===== config.mk =====
export PLATFORM = sky130hd
export DESIGN_NAME = vpu_req_queue
export DESIGN_NICKNAME = d
export VERILOG_FILES = /design/src/rtl/vpu_pkg.sv /design/src/rtl/vpu_req_fifo.sv /design/src/rtl/vpu_req_queue.sv
export SDC_FILE = /design/constraint.sdc
export NUM_CORES = 1
export LEC_CHECK = 0
export BUFFER_PORTS_ARGS = -buffer_cell sky130_fd_sc_hd__clkbuf_2
export CORE_MARGIN = 5
export CORE_UTILIZATION = 53
export CTS_CLUSTER_SIZE = 20
export DETAILED_ROUTE_END_ITERATION = 7
export GPL_ROUTABILITY_DRIVEN = 1
export GPL_TIMING_DRIVEN = 1
export PLACE_DENSITY_LB_ADDON = 0.2
export SLEW_MARGIN = 0
export SYNTH_ARGS = -nofsm -noshare
export SYNTH_HDL_FRONTEND = slang
export SYNTH_SLANG_ARGS = --single-unit

===== constraint.sdc =====
create_clock -name clk -period 8.45 [get_ports clk]
set_input_delay 0.845 -clock clk [delete_from_list [all_inputs] [get_ports clk]]
set_output_delay 0.845 -clock clk [all_outputs]
set_load 0.02 [all_outputs]

===== src/rtl/vpu_pkg.sv =====
// Shared VPU request types: host-to-device instruction layout and the request-queue entry.
package vpu_pkg;

    localparam int STREAM_ID_WIDTH   = 4;
    localparam int OPERAND_WIDTH     = 24;

    typedef logic [7:0]               vpu_h2d_req_opcode_t;
    typedef logic [OPERAND_WIDTH-1:0] vpu_operand_t;

    localparam vpu_h2d_req_opcode_t VPU_OP_NOP   = 8'h00;
    localparam vpu_h2d_req_opcode_t VPU_OP_LOAD  = 8'h01;
    localparam vpu_h2d_req_opcode_t VPU_OP_STORE = 8'h02;
    localparam vpu_h2d_req_opcode_t VPU_OP_MAC   = 8'h10;

    typedef struct packed {
        vpu_h2d_req_opcode_t opcode;
        vpu_operand_t        dst0;
        vpu_operand_t        src0;
        vpu_operand_t        src1;
        vpu_operand_t        src2;
        vpu_operand_t        imm;
    } vpu_h2d_req_instr_t;

    typedef struct packed {
        vpu_h2d_req_instr_t         instr;
        logic [STREAM_ID_WIDTH-1:0] stream_id;
    } vpu_req_queue_entry_t;

    localparam int VPU_REQ_ENTRY_WIDTH = $bits(vpu_req_queue_entry_t);

endpackage


===== src/rtl/vpu_req_fifo.sv =====
// Instruction storage for vpu_req_queue: pointer-based FIFO, head entry read without a register stage.
module vpu_req_fifo #(
    parameter int DEPTH = 4,
    parameter int WIDTH = 8
) (
    input  logic                       clk,
    input  logic                       rst_n,
    input  logic                       push,
    input  logic [WIDTH-1:0]           wr_data,
    input  logic                       pop,
    output logic [WIDTH-1:0]           rd_data,
    output logic [$clog2(DEPTH):0]     count,
    output logic                       full,
    output logic                       empty
);

    localparam int AW = $clog2(DEPTH);

    logic [AW:0]      wr_ptr_reg;
    logic [AW:0]      rd_ptr_reg;
    logic [WIDTH-1:0] mem [DEPTH];
    logic             do_push;
    logic             do_pop;

    // Extra pointer MSB distinguishes full from empty when the index bits match.
    assign full    = (wr_ptr_reg[AW] != rd_ptr_reg[AW]) && (wr_ptr_reg[AW-1:0] == rd_ptr_reg[AW-1:0]);
    assign empty   = (wr_ptr_reg == rd_ptr_reg);
    assign count   = wr_ptr_reg - rd_ptr_reg;
    assign do_push = push && !full;
    assign do_pop  = pop && !empty;
    assign rd_data = mem[rd_ptr_reg[AW-1:0]];

    always_ff @(posedge clk) begin
        if (do_push) begin
            mem[wr_ptr_reg[AW-1:0]] <= wr_data;
        end
    end

    always_ff @(posedge clk) begin
        if (!rst_n) begin
            wr_ptr_reg <= '0;
            rd_ptr_reg <= '0;
        end else begin
            if (do_push) wr_ptr_reg <= wr_ptr_reg + 1'b1;
            if (do_pop)  rd_ptr_reg <= rd_ptr_reg + 1'b1;
        end
    end

endmodule


===== src/rtl/vpu_req_queue.sv =====
// VPU request queue: host instruction FIFO with outstanding-request credit tracking.
// Optional performance counters are enabled by defining VPU_REQ_QUEUE_PERF_EN.
module vpu_req_queue
    import vpu_pkg::*;
#(
    parameter int DEPTH           = 4,
    parameter int MAX_OUTSTANDING = 4
) (
    input  logic                       clk,
    input  logic                       rst_n,
    input  logic                       h_valid_i,
    output logic                       h_ready_o,
    input  logic [7:0]                 h_opcode_i,
    input  logic [23:0]                h_dst0_i,
    input  logic [23:0]                h_src0_i,
    input  logic [23:0]                h_src1_i,
    input  logic [23:0]                h_src2_i,
    input  logic [23:0]                h_imm_i,
    input  logic [STREAM_ID_WIDTH-1:0] h_stream_id_i,
    output logic                       valid_o,
    input  logic                       ready_i,
    output logic [7:0]                 opcode_o,
    output logic [23:0]                dst0_o,
    output logic [23:0]                src0_o,
    output logic [23:0]                src1_o,
    output logic [23:0]                src2_o,
    output logic [23:0]                imm_o,
    output logic [STREAM_ID_WIDTH-1:0] stream_id_o,
    input  logic                       resp_valid_i,
    input  logic                       resp_ready_i,
    output logic [$clog2(DEPTH):0]     count_o,
    output logic [7:0]                 outstanding_o,
    output logic                       idle_o,
    output logic                       err_o
`ifdef VPU_REQ_QUEUE_PERF_EN
    ,
    output logic [31:0]                perf_issue_cnt_o,
    output logic [31:0]                perf_stall_cnt_o
`endif
);

    localparam logic [7:0] MAX_OUT = 8'(MAX_OUTSTANDING);

    vpu_req_queue_entry_t wr_entry;
    vpu_req_queue_entry_t head_entry;
    logic                 fifo_full;
    logic                 fifo_empty;
    logic                 issue;
    logic                 resp;
    logic [7:0]           outstanding_reg;
    logic [7:0]           outstanding_next;
    logic                 err_reg;
    logic                 err_next;

    always_comb begin
        wr_entry                 = '0;
        wr_entry.instr.opcode    = h_opcode_i;
        wr_entry.instr.dst0      = h_dst0_i;
        wr_entry.instr.src0      = h_src0_i;
        wr_entry.instr.src1      = h_src1_i;
        wr_entry.instr.src2      = h_src2_i;
        wr_entry.instr.imm       = h_imm_i;
        wr_entry.stream_id       = h_stream_id_i;
    end

    vpu_req_fifo #(
        .DEPTH (DEPTH),
        .WIDTH (VPU_REQ_ENTRY_WIDTH)
    ) u_fifo (
        .clk     (clk),
        .rst_n   (rst_n),
        .push    (h_valid_i),
        .wr_data (wr_entry),
        .pop     (issue),
        .rd_data (head_entry),
        .count   (count_o),
        .full    (fifo_full),
        .empty   (fifo_empty)
    );

    // Both handshakes depend only on registered state, never on ready_i or the host valid.
    assign h_ready_o = !fifo_full;
    assign valid_o   = !fifo_empty && (outstanding_reg != MAX_OUT);
    assign issue     = valid_o && ready_i;
    assign resp      = resp_valid_i && resp_ready_i;

    assign opcode_o    = head_entry.instr.opcode;
    assign dst0_o      = head_entry.instr.dst0;
    assign src0_o      = head_entry.instr.src0;
    assign src1_o      = head_entry.instr.src1;
    assign src2_o      = head_entry.instr.src2;
    assign imm_o       = head_entry.instr.imm;
    assign stream_id_o = head_entry.stream_id;

    // A response with nothing in flight is a protocol error; the count is clamped at zero.
    always_comb begin
        outstanding_next = outstanding_reg;
        err_next         = err_reg;
        if (issue && !resp) begin
            outstanding_next = outstanding_reg + 8'd1;
        end else if (!issue && resp) begin
            if (outstanding_reg == 8'd0) begin
                err_next = 1'b1;
            end else begin
                outstanding_next = outstanding_reg - 8'd1;
            end
        end
    end

    always_ff @(posedge clk) begin
        if (!rst_n) begin
            outstanding_reg <= 8'd0;
            err_reg         <= 1'b0;
        end else begin
            outstanding_reg <= outstanding_next;
            err_reg         <= err_next;
        end
    end

    assign outstanding_o = outstanding_reg;
    assign err_o         = err_reg;
    assign idle_o        = fifo_empty && (outstanding_reg == 8'd0);

`ifdef VPU_REQ_QUEUE_PERF_EN
    logic [31:0] perf_issue_reg;
    logic [31:0] perf_stall_reg;

    // A stall is any cycle with queued work that does not complete an issue handshake.
    always_ff @(posedge clk) begin
        if (!rst_n) begin
            perf_issue_reg <= '0;
            perf_stall_reg <= '0;
        end else begin
            if (issue && (perf_issue_reg != '1)) begin
                perf_issue_reg <= perf_issue_reg + 32'd1;
            end
            if (!fifo_empty && !issue && (perf_stall_reg != '1)) begin
                perf_stall_reg <= perf_stall_reg + 32'd1;
            end
        end
    end

    assign perf_issue_cnt_o = perf_issue_reg;
    assign perf_stall_cnt_o = perf_stall_reg;
`endif

endmodule


==> flow_summary.ini <==
[global_route]
number_of_global_route_vias_before_repair = 9638
antenna_found_initial = 5
grt-ovfl-total = 0
grt_first_pass_wirelength_um = 57400
maximum_number_of_pins_on_one_net_before_global_route_repair = 95
grt_use_total = 0.181

[drt]
detail_route.drc_violations = 0
routed_wire_length_per_instance_um = 22.4
detailroute.via_count = 9270
drt-total-wl_um = 37800
detail_route.vias_per_cell = 5.49
detail_route.iter0.violations = 507
first_pass_iters = 5
route.antenna.remaining_nets = 0

[pwr]
static-leakage-power_nw = 8.11
pwr_density_cell_nw_per_um2 = 296
irDropWorstVdd_v = 0.000244

[setup_path]
worstSetupStartpointType = flip-flop
worstRegToRegCells = 7
startpoint_of_the_lowest_slack_register_to_register_path = u_fifo.wr_ptr_reg[0]
worst_path_cell_with_the_longest_stage_delay = sky130_fd_sc_hd__buf_4
regToRegSetupSlack_ps = 4910
path_cells = buf_12, buf_4, mux4_2, clkbuf_2
timing.critical_path.slowest_cell_delay_ps = 740
worst_ep_required_time_ps = 7610
arrival_ps = 3120
timing.setup.critical_path_class = reg -> out
worstSetupEndpointType = primary output
worstPathMaxFanout = 94

[finish]
num-nets-final = 1293
largest_reg_flops = 528
drive_above_1_share = 0.430
layout.core_utilization = 0.634
syn_to_final_growth_pct = 18.2
filler_cell_count = 2598
postLayoutCellArea_sq_um = 23800

[placement]
hpwl_um = 22800
placement.cell_area_sq_um = 22200
placement.io_buffers = 284
globalplace.congestion = 0.760

[clock_tree]
cts.hold.buffers_added = 0
clock_latency_ps = 590
cts.root.buffer_cell = sky130_fd_sc_hd__clkbuf_16
cts-resized-gates = 0
cts_tree = built
cts_max_level = 2
clockBufferDepth = 3
clock_transition_at_the_registers_of_the_reported_paths_ps = 60
cts_made_buffers = 52
cts.sinks = 545
cts_setup_buffers = 0

[synthesis]
number_of_flops_mapped_to_enable_cells_by_yosys = 528
synthDominantAreaCellType = sky130_fd_sc_hd__edfxtp_1
ys_top_cells_by_area = sky130_fd_sc_hd__edfxtp_1 (79%), sky130_fd_sc_hd__mux4_2 (15%), sky130_fd_sc_hd__dfxtp_1 (1.7%)
synth_cells = 823
netlist_top_cells_count = sky130_fd_sc_hd__edfxtp_1 (528), sky130_fd_sc_hd__mux4_2 (132), sky130_fd_sc_hd__clkbuf_1 (19), sky130_fd_sc_hd__dfxtp_1 (17), sky130_fd_sc_hd__ha_1 (15)
post_synth.cell_area_avg_sq_um = 24.5
top_cell_type_s_share_of_synthesized_area = 0.787
yosys.cell_count.top_type = sky130_fd_sc_hd__edfxtp_1
main_synth_ff_type = sky130_fd_sc_hd__edfxtp_1
ys_types = 39
ys_ff_latch = 545
synthesis.yosys.warnings = 0
synth.cell_area_sq_um = 20100
synth_seq_area_share = 0.804
asyncSetResetFlopFracSynth = 0
syn_nets = 978

[hold_path]
hold_path_depth = 1
path_category_of_the_worst_min_delay_check = in -> reg
hold_path.startpoint = h_imm_i[7]

[sta]
finalHoldViolations = 0
hold-worst-slack_ps = 467
fin_tns_setup_ps = 0
final_min_period_ps = 3970
clock-skew-final_ps = 13.5
period_utilisation_layout = 0.469
rsz0062_at_grt = no
setup-violations-final = 0
slew_viol_final = 0
timing.fmax_mhz = 252
tightestPinTransition_ps = 1020
relSlewSlack = 0.323

[outcome]
outcome = completed

[floorplanning]
core_footprint_sq_um = 37600
die_w_um = 205
initial_core_util = 0.536
die_h_um = 205
fp.dieArea_sq_um = 42000
io_count = 285
floorplan.rows = 71

[job]
maxcap_viol_count = 0
-- routing by layer --
layer | up-vias | part of all wire | routed length [um] | GRT usage
met5 | - | 0.0017 | 64 | 0
met4 | 10 | 0.020 | 757 | 0.0462
met3 | 58 | 0.081 | 3070 | 0.0632
met2 | 261 | 0.49 | 18700 | 0.288
met1 | 4809 | 0.40 | 15200 | 0.244
li1 | 4132 | - | - | -
-- critical path: cells and delay by family, from the launching register on --
kind | cells | cell delay, ps
muxes | 1 | 630
DFF | 1 | 350
buffers and inverters | 3 | 1430
-- final timing paths --
path / to
max: src2_o[18]
min reg2reg: err_o
max reg2reg: u_fifo.mem[0][117]
min: u_fifo.mem[0][11]
-- stage by stage --
stage	setup slack, ps	power, mW	instances
4_1_cts	4270	7.15	1689
2_1_floorplan	3790	4.42	823
5_1_grt	4190	7.37	1689
3_5_place_dp	4770	4.93	1595
6_report	4480	7.05	1690
3_3_place_gp	4800	4.91	1595
-- report_power, final --
group	internal [mW]	total, mW	switching (mW)
clock	1.27	2.21	0.937
combinational	0.686	1.65	0.965
sequential	3.13	3.18	0.0569
-- cell families (layout without fill, tap and decap cells) --
family                     count (synthesis)  after routing  share of synthesized area
muxes                                    136            136                      0.150
other                                      0              1                          0
buffers and inverters                     43            398                    0.00919
xor gates and xnor gates                  10             10                    0.00435
and+or+nand+nor                           48             48                     0.0135
adders and majority gates                 17             17                     0.0113
DFF                                      545            545                      0.804
AOI/OAI and AO/OA                         24             24                    0.00820
-- final cells by class --
| class | count | area [sq um] | area share |
|---|---|---|---|
| diodes | 1 | 2.50 | 0.000105 |
| clock buffers | 66 | 1370 | 0.0577 |
| clock inverters | 28 | 263 | 0.0110 |
| inverters | 9 | 33.8 | 0.00142 |
| multi-input cells | 235 | 3780 | 0.159 |
| flip-flops and latches | 545 | 16200 | 0.681 |
| well taps | 511 | 639 | 0.0269 |
| repair buffers | 295 | 1520 | 0.0637 |
-- layout by cell type, fill, tap and decap left out, types with 2 or more instances in the layout --
| cell type | n |
|---|---|
| sky130_fd_sc_hd__a211oi_1 | 2 |
| sky130_fd_sc_hd__a21o_1 | 3 |
| sky130_fd_sc_hd__a21oi_1 | 6 |
| sky130_fd_sc_hd__and2_1 | 6 |
| sky130_fd_sc_hd__and2_4 | 4 |
| sky130_fd_sc_hd__buf_4 | 10 |
| sky130_fd_sc_hd__bufinv_16 | 4 |
| sky130_fd_sc_hd__clkbuf_1 | 12 |
| sky130_fd_sc_hd__clkbuf_16 | 52 |
| sky130_fd_sc_hd__clkbuf_2 | 284 |
| sky130_fd_sc_hd__clkbuf_8 | 2 |
| sky130_fd_sc_hd__clkinv_1 | 12 |
| sky130_fd_sc_hd__clkinv_2 | 7 |
| sky130_fd_sc_hd__dfxtp_1 | 15 |
| sky130_fd_sc_hd__dfxtp_4 | 2 |
| sky130_fd_sc_hd__edfxtp_1 | 528 |
| sky130_fd_sc_hd__fa_1 | 2 |
| sky130_fd_sc_hd__ha_1 | 15 |
| sky130_fd_sc_hd__inv_1 | 9 |
| sky130_fd_sc_hd__inv_6 | 2 |
| sky130_fd_sc_hd__mux2i_1 | 4 |
| sky130_fd_sc_hd__mux4_2 | 132 |
| sky130_fd_sc_hd__nand2_1 | 8 |
| sky130_fd_sc_hd__nand3_1 | 6 |
| sky130_fd_sc_hd__nand4_1 | 3 |
| sky130_fd_sc_hd__nor2_1 | 3 |
| sky130_fd_sc_hd__nor2b_1 | 9 |
| sky130_fd_sc_hd__nor3_1 | 2 |
| sky130_fd_sc_hd__o211ai_1 | 2 |
| sky130_fd_sc_hd__o21ai_0 | 2 |
| sky130_fd_sc_hd__o21bai_1 | 2 |
| sky130_fd_sc_hd__or3_1 | 2 |
| sky130_fd_sc_hd__xnor2_1 | 8 |
| sky130_fd_sc_hd__xor2_1 | 2 |
No activity file was read; power rests on OpenSTA's default activity.
